===== config.mk =====
export PLATFORM = sky130hd
export DESIGN_NAME = conv_seq_flat
export DESIGN_NICKNAME = d
export VERILOG_FILES = /design/src/rtl/conv_seq_if.sv /design/src/rtl/conv_seq.sv /design/src/flat_wrapper.sv
export SDC_FILE = /design/constraint.sdc
export NUM_CORES = 1
export LEC_CHECK = 0
export CORE_ASPECT_RATIO = 0.75
export CORE_MARGIN = 1
export CORE_UTILIZATION = 50
export DETAILED_ROUTE_END_ITERATION = 10
export HOLD_SLACK_MARGIN = 0.02
export PLACE_DENSITY = 0.74
export SLEW_MARGIN = 20
export SYNTH_ARGS = -nofsm -noshare
export SYNTH_HDL_FRONTEND = slang
export SYNTH_SLANG_ARGS = --single-unit

===== constraint.sdc =====
create_clock -name clk -period 3.55 [get_ports clk]
set_clock_uncertainty 0.15 [all_clocks]
set_input_delay 0.5325 -clock clk [delete_from_list [all_inputs] [get_ports clk]]
set_output_delay 0.5325 -clock clk [all_outputs]
set_load 0.02 [all_outputs]

===== src/rtl/conv_seq_if.sv =====
// Host/MCU-facing signal bundle of the convolution sequencer.
// The slave modport is the sequencer side; the master modport is the host/MCU side.
interface conv_seq_if #(
  parameter int BITS_IMAGEN = 8,
  parameter int BITS_ADDR   = 10
);
  logic                   i_start;
  logic [BITS_ADDR-1:0]   i_imgLen;
  logic                   i_valid;
  logic [BITS_IMAGEN-1:0] i_Data;
  logic                   i_lastBlk;
  logic [BITS_IMAGEN-1:0] o_Data;
  logic                   o_we;
  logic [BITS_ADDR-1:0]   o_WAddr;
  logic [BITS_ADDR-1:0]   o_RAddr;
  logic                   o_sop;
  logic                   o_eop;
  logic                   o_chblk;
  logic                   o_busy;

  modport master (
    output i_start, i_imgLen, i_valid, i_Data, i_lastBlk,
    input  o_Data, o_we, o_WAddr, o_RAddr, o_sop, o_eop, o_chblk, o_busy
  );

  modport slave (
    input  i_start, i_imgLen, i_valid, i_Data, i_lastBlk,
    output o_Data, o_we, o_WAddr, o_RAddr, o_sop, o_eop, o_chblk, o_busy
  );
endinterface


===== src/rtl/conv_seq.sv =====
// Sequencer feeding the 2D-convolution memory control unit.
// It runs load -> convolve -> write-back per column block until the host flags the last one.
module conv_seq #(
  parameter int N           = 16,
  parameter int BITS_IMAGEN = 8,
  parameter int BITS_ADDR   = 10,
  parameter int LATENCY     = 2
) (
  input logic      clk,
  input logic      rst,
  conv_seq_if.slave bus
);

  localparam int FW = $clog2(LATENCY) + 1;

  if (LATENCY < 1 || N < 1) begin : g_bad_param
    $error("conv_seq: LATENCY and N must both be at least 1");
  end

  typedef enum logic [1:0] {IDLE, LOAD, RUN, FLUSH} state_t;

  state_t                 state_q, state_d;
  logic [BITS_ADDR-1:0]   len_q, len_d;
  logic [BITS_ADDR-1:0]   wcnt_q, wcnt_d;
  logic [BITS_ADDR-1:0]   rcnt_q, rcnt_d;
  logic [FW-1:0]          fcnt_q, fcnt_d;
  logic [BITS_IMAGEN-1:0] data_q, data_d;
  logic                   we_q, we_d;
  logic [BITS_ADDR-1:0]   waddr_q, waddr_d;
  logic [BITS_ADDR-1:0]   raddr_q, raddr_d;
  logic                   sop_q, sop_d;
  logic                   eop_q, eop_d;
  logic                   chblk_q, chblk_d;
  logic                   busy_q, busy_d;
  logic                   issue_d;
  logic [LATENCY-1:0]     wbV_q;
  logic [BITS_ADDR-1:0]   wbA_q [LATENCY];

  always_comb begin
    state_d = state_q;
    len_d   = len_q;
    wcnt_d  = wcnt_q;
    rcnt_d  = rcnt_q;
    fcnt_d  = fcnt_q;
    data_d  = data_q;
    we_d    = 1'b0;
    waddr_d = waddr_q;
    raddr_d = raddr_q;
    sop_d   = 1'b0;
    eop_d   = 1'b0;
    chblk_d = 1'b0;
    issue_d = 1'b0;

    // The write-back pipe is only ever occupied during RUN/FLUSH, so it never collides with LOAD writes.
    if (wbV_q[LATENCY-1]) begin
      we_d    = 1'b1;
      waddr_d = wbA_q[LATENCY-1];
    end

    case (state_q)
      IDLE: begin
        if (bus.i_start && bus.i_imgLen != '0) begin
          len_d   = bus.i_imgLen;
          wcnt_d  = '0;
          sop_d   = 1'b1;
          state_d = LOAD;
        end
      end
      LOAD: begin
        if (bus.i_valid) begin
          we_d    = 1'b1;
          waddr_d = wcnt_q;
          data_d  = bus.i_Data;
          if (wcnt_q == len_q - 1'b1) begin
            wcnt_d  = '0;
            rcnt_d  = '0;
            state_d = RUN;
          end else begin
            wcnt_d = wcnt_q + 1'b1;
          end
        end
      end
      RUN: begin
        raddr_d = rcnt_q;
        issue_d = 1'b1;
        if (rcnt_q == len_q - 1'b1) begin
          rcnt_d  = '0;
          fcnt_d  = '0;
          state_d = FLUSH;
        end else begin
          rcnt_d = rcnt_q + 1'b1;
        end
      end
      FLUSH: begin
        if (fcnt_q == FW'(LATENCY - 1)) begin
          if (bus.i_lastBlk) begin
            eop_d   = 1'b1;
            state_d = IDLE;
          end else begin
            chblk_d = 1'b1;
            wcnt_d  = '0;
            state_d = LOAD;
          end
        end else begin
          fcnt_d = fcnt_q + 1'b1;
        end
      end
      default: state_d = IDLE;
    endcase

    busy_d = (state_d != IDLE);
  end

  always_ff @(posedge clk or negedge rst) begin
    if (!rst) begin
      state_q <= IDLE;
      len_q   <= '0;
      wcnt_q  <= '0;
      rcnt_q  <= '0;
      fcnt_q  <= '0;
      data_q  <= '0;
      we_q    <= 1'b0;
      waddr_q <= '0;
      raddr_q <= '0;
      sop_q   <= 1'b0;
      eop_q   <= 1'b0;
      chblk_q <= 1'b0;
      busy_q  <= 1'b0;
      wbV_q   <= '0;
      for (int i = 0; i < LATENCY; i++) wbA_q[i] <= '0;
    end else begin
      state_q <= state_d;
      len_q   <= len_d;
      wcnt_q  <= wcnt_d;
      rcnt_q  <= rcnt_d;
      fcnt_q  <= fcnt_d;
      data_q  <= data_d;
      we_q    <= we_d;
      waddr_q <= waddr_d;
      raddr_q <= raddr_d;
      sop_q   <= sop_d;
      eop_q   <= eop_d;
      chblk_q <= chblk_d;
      busy_q  <= busy_d;
      // Stage 0 lines up with the presented read address; the last stage feeds the strobe register.
      wbV_q[0] <= issue_d;
      wbA_q[0] <= rcnt_q;
      for (int i = 1; i < LATENCY; i++) begin
        wbV_q[i] <= wbV_q[i-1];
        wbA_q[i] <= wbA_q[i-1];
      end
    end
  end

  assign bus.o_Data  = data_q;
  assign bus.o_we    = we_q;
  assign bus.o_WAddr = waddr_q;
  assign bus.o_RAddr = raddr_q;
  assign bus.o_sop   = sop_q;
  assign bus.o_eop   = eop_q;
  assign bus.o_chblk = chblk_q;
  assign bus.o_busy  = busy_q;

endmodule


===== src/flat_wrapper.sv =====
// flat-port wrapper written by rule: the top's interface ports become plain ports
module conv_seq_flat 
#(
  parameter int N           = 16,
  parameter int BITS_IMAGEN = 8,
  parameter int BITS_ADDR   = 10,
  parameter int LATENCY     = 2
)
  (clk, rst, bus_i_start, bus_i_imgLen, bus_i_valid, bus_i_Data, bus_i_lastBlk, bus_o_Data, bus_o_we, bus_o_WAddr, bus_o_RAddr, bus_o_sop, bus_o_eop, bus_o_chblk, bus_o_busy);
  conv_seq_if #(.BITS_IMAGEN(BITS_IMAGEN), .BITS_ADDR(BITS_ADDR)) bus_i ();
  input logic clk;
  input logic rst;
  input wire logic [$bits(bus_i.i_start)-1:0] bus_i_start;
  input wire logic [$bits(bus_i.i_imgLen)-1:0] bus_i_imgLen;
  input wire logic [$bits(bus_i.i_valid)-1:0] bus_i_valid;
  input wire logic [$bits(bus_i.i_Data)-1:0] bus_i_Data;
  input wire logic [$bits(bus_i.i_lastBlk)-1:0] bus_i_lastBlk;
  output wire logic [$bits(bus_i.o_Data)-1:0] bus_o_Data;
  output wire logic [$bits(bus_i.o_we)-1:0] bus_o_we;
  output wire logic [$bits(bus_i.o_WAddr)-1:0] bus_o_WAddr;
  output wire logic [$bits(bus_i.o_RAddr)-1:0] bus_o_RAddr;
  output wire logic [$bits(bus_i.o_sop)-1:0] bus_o_sop;
  output wire logic [$bits(bus_i.o_eop)-1:0] bus_o_eop;
  output wire logic [$bits(bus_i.o_chblk)-1:0] bus_o_chblk;
  output wire logic [$bits(bus_i.o_busy)-1:0] bus_o_busy;
  assign bus_i.i_start = bus_i_start;
  assign bus_i.i_imgLen = bus_i_imgLen;
  assign bus_i.i_valid = bus_i_valid;
  assign bus_i.i_Data = bus_i_Data;
  assign bus_i.i_lastBlk = bus_i_lastBlk;
  assign bus_o_Data = bus_i.o_Data;
  assign bus_o_we = bus_i.o_we;
  assign bus_o_WAddr = bus_i.o_WAddr;
  assign bus_o_RAddr = bus_i.o_RAddr;
  assign bus_o_sop = bus_i.o_sop;
  assign bus_o_eop = bus_i.o_eop;
  assign bus_o_chblk = bus_i.o_chblk;
  assign bus_o_busy = bus_i.o_busy;
  conv_seq #(.N(N), .BITS_IMAGEN(BITS_IMAGEN), .BITS_ADDR(BITS_ADDR), .LATENCY(LATENCY)) u_core (.clk(clk), .rst(rst), .bus(bus_i));
endmodule

==> impl_metrics.env <==
export IMPL_outcome="complete, no violations"
export IMPL_synthesis_area_mm2=0.004179
export IMPL_ctsResizeCount=0
export IMPL_place_gp_congestion=0.8939
export IMPL_ys_warn_count=0
export IMPL_nFillCells=672
export IMPL_crit_type="reg -> reg"
export IMPL_core_mm2=0.007988
export IMPL_drtIter0Drc=185
export IMPL_r2r_end="u_core.fcnt_q[1]"
export IMPL_grt_pass1_vias=2928
export IMPL_routedWlPerCell_um=16.41
export IMPL_p_total_mw=4.704
export IMPL_path_cells="inv_1, ha_1, or4b_4, nor2_2, xnor2_1, o211ai_1, nor3_1, o21ai_0, a22o_1"
export IMPL_cp_buffers_inverters=1
export IMPL_worstSetupEndpointType="register"
export IMPL_p_sw_mw=1.915
export IMPL_required_ps=3650
export IMPL_numCtsBuffers=9
export IMPL_avgSynthCellArea_um2=10.69
export IMPL_cts_setup_buffers=0
export IMPL_grt_max_degree=64
export IMPL_critPathTopFamily="simple AND/OR/NAND/NOR gates"
export IMPL_ys_seq_area_share_pct=53.29
export IMPL_nets=471
export IMPL_fmax_ghz=0.3336
export IMPL_multi_input_area_mm2=0.001777
export IMPL_yosysUniqueCellTypes=59
export IMPL_start_util_pct=52.32
export IMPL_grt_util_all_layers_pct=23.10
export IMPL_port_buffer_count=55
export IMPL_internal_power_mw=2.789
export IMPL_placed_area_mm2=0.004818
export IMPL_final_core_util_pct=62.86
export IMPL_finalSetupTns_ps=0
export IMPL_hold_viol_final=0
export IMPL_cts_sinks=89
export IMPL_crit_arrival_ps=3100
export IMPL_grt_pass1_wl_mm=15.10
export IMPL_fin_crit_sh_pct=84.45
export IMPL_final_cell_mix="dfrtp_1 (89), clkdlybuf4s50_1 (54), nand2_1 (36)"
export IMPL_clkLatencyLatePin_ps=360
export IMPL_clockRootBuffer="clkbuf_8"
export IMPL_fp_row_count=28
export IMPL_wirelength_mm=9.090
export IMPL_swShare_pct=40.70
export IMPL_slew_headroom_pct=46.62
export IMPL_cts_tree="built"
export IMPL_area_growth_pct=20.15
export IMPL_h_tree_depth=3
export IMPL_pwr_share_seq_pct=39.2
export IMPL_drc_errors=0
export IMPL_ff_latch_area_mm2=0.002227
export IMPL_critPathMaxFanout=8
export IMPL_drive_above_1_share_pct=12.03
export IMPL_ff2ff_path_depth=9
export IMPL_via_count=3043
export IMPL_die_area_mm2=0.008732
export IMPL_first_pass_iters=4
export IMPL_tightest_slew_ps=800.7
export IMPL_maxCapViolCount=0
export IMPL_p_leak_nw=2.078
export IMPL_final_common_cell="dfrtp_1"
export IMPL_hp_class="in -> async"
export IMPL_cts_buffer_depth=2
export IMPL_rr_startpoint="u_core.len_q[0]"
export IMPL_syn_instance_count=391
export IMPL_rrSetupSlack_ps=550
export IMPL_synth_seq_cells=89
export IMPL_cpMaxStageDelayCell="or4b_4"
export IMPL_postCtsHoldBufs=0
export IMPL_clk_pin_slew_ps=80
export IMPL_antenna_cells=0
export IMPL_min_period_ps=2998
export IMPL_fin_area_mm2=0.005021
export IMPL_post_dp_hpwl_mm=6.627
export IMPL_p_clk_share_pct=15.0
export IMPL_synth_fp_nets=418
export IMPL_ys_flop_type="dfrtp_1"
export IMPL_dieHeight_um=81.18
export IMPL_setup_violations=0
export IMPL_slowest_delay_ps=550
export IMPL_grt_overflow=0
export IMPL_vias_per_cell=5.493
export IMPL_synth_edf_count=0
export IMPL_ir_drop_mv=0.5116
export IMPL_ant_nets=0
export IMPL_pin_count=56
export IMPL_synthArstFlopShare_pct=100.0
export IMPL_rsz0062_at_grt="false"
export IMPL_slew_violations=0
export IMPL_die_w_um=107.6
export IMPL_grt_antenna_before_repair=0
export IMPL_p_per_area_mw_per_mm2=936.9
export IMPL_combPwrFrac_pct=45.8
export IMPL_cp_start_kind="register"
-- cells by family after synthesis --
| logic type | count (synthesis) | share of synthesized area, % |
|---|---|---|
| muxes | 28 | 7.186 |
| adders and majority gates | 4 | 1.198 |
| and+or+nand+nor | 118 | 14.52 |
| DFF | 89 | 53.29 |
| xor gates and xnor gates | 28 | 6.228 |
| buffers and inverters | 41 | 4.311 |
| AOI/OAI and AO/OA | 83 | 13.26 |
-- routing by layer --
layer	share of wire, %	global-route usage (%)
met1	48	33.01
met2	45	35.19
met3	6.0	5.217
met4	1.3	6.849
met5	0	0
-- cells in the mapped netlist (all sizes together), types with 6 or more instances --
library cell  number  area share, %
a21oi             16            2.1
and3               6           0.90
buf                6            1.2
clkbuf            15            1.3
dfrtp             89             53
inv               20            1.8
mux2              16            4.3
mux2i             12            2.9
nand2             37            3.4
nand2b             9            1.3
nand3              8            1.1
nor2              26            2.4
nor3               7           0.84
o21ai             25            3.3
o22ai              7            1.0
or3                6           0.90
xnor2             18            3.8
xor2               9            1.9
-- worst register-to-register path, delay by kind of cell (launching register included) --
family	cells	cell delay, ps
compound gates	3	690
simple gates	3	1110
xor+xnor	1	140
flops	1	440
fa+ha+maj	1	250
buf+inv	1	110
-- state kept, by name (all words and copies together), names as in the netlist, 8 cells and up --
register / cells
u_core.bus.o_RAddr: 10
u_core.wcnt_q: 10
u_core.len_q: 10
u_core.bus.o_Data: 8
u_core.rcnt_q: 10
u_core.wbA_q: 20
u_core.bus.o_WAddr: 10
-- area by class of cell --
type / count / area share (%)
sequential: 89 / 44.36
multi-input combinational: 261 / 35.38
timing repair buffer: 63 / 12.11
tap: 105 / 2.616
clock buffer: 10 / 2.542
clock inverter: 6 / 1.495
inverter: 20 / 1.495
-- through the flow --
stage	std cells	hold slack, ps	setup WS (ps)
floorplan	391	86.91	883.0
global placement	538	183.4	501.9
detailed placement	538	184.7	522.3
CTS	554	140.1	577.6
global route	554	149.7	426.4
finish	554	90.89	551.9
-- power by group through the flow --
stage | Sequential (mW) | Combinational [mW] | Clock [mW]
global placement | 1.84 | 2.08 | 0
floorplan | 1.84 | 1.47 | 0
finish | 1.84 | 2.16 | 0.706
CTS | 1.84 | 2.16 | 0.720
detailed placement | 1.86 | 2.14 | 0
global route | 1.90 | 2.38 | 0.768
-- worst max path at each step --
stage	start	cells after the start	end	slack, ps
after floorplan	u_core.len_q[0]	10	u_core.rcnt_q[4]	880
after global placement	bus_i_imgLen[7]	7	u_core.wcnt_q[7]	500
after detailed placement	bus_i_imgLen[7]	7	u_core.wcnt_q[5]	520
after CTS	u_core.len_q[0]	9	u_core.rcnt_q[4]	580
after global routing	u_core.len_q[0]	9	u_core.fcnt_q[1]	430
final	u_core.len_q[0]	9	u_core.fcnt_q[1]	550
Note: power is estimated with default switching activity, not from simulation.
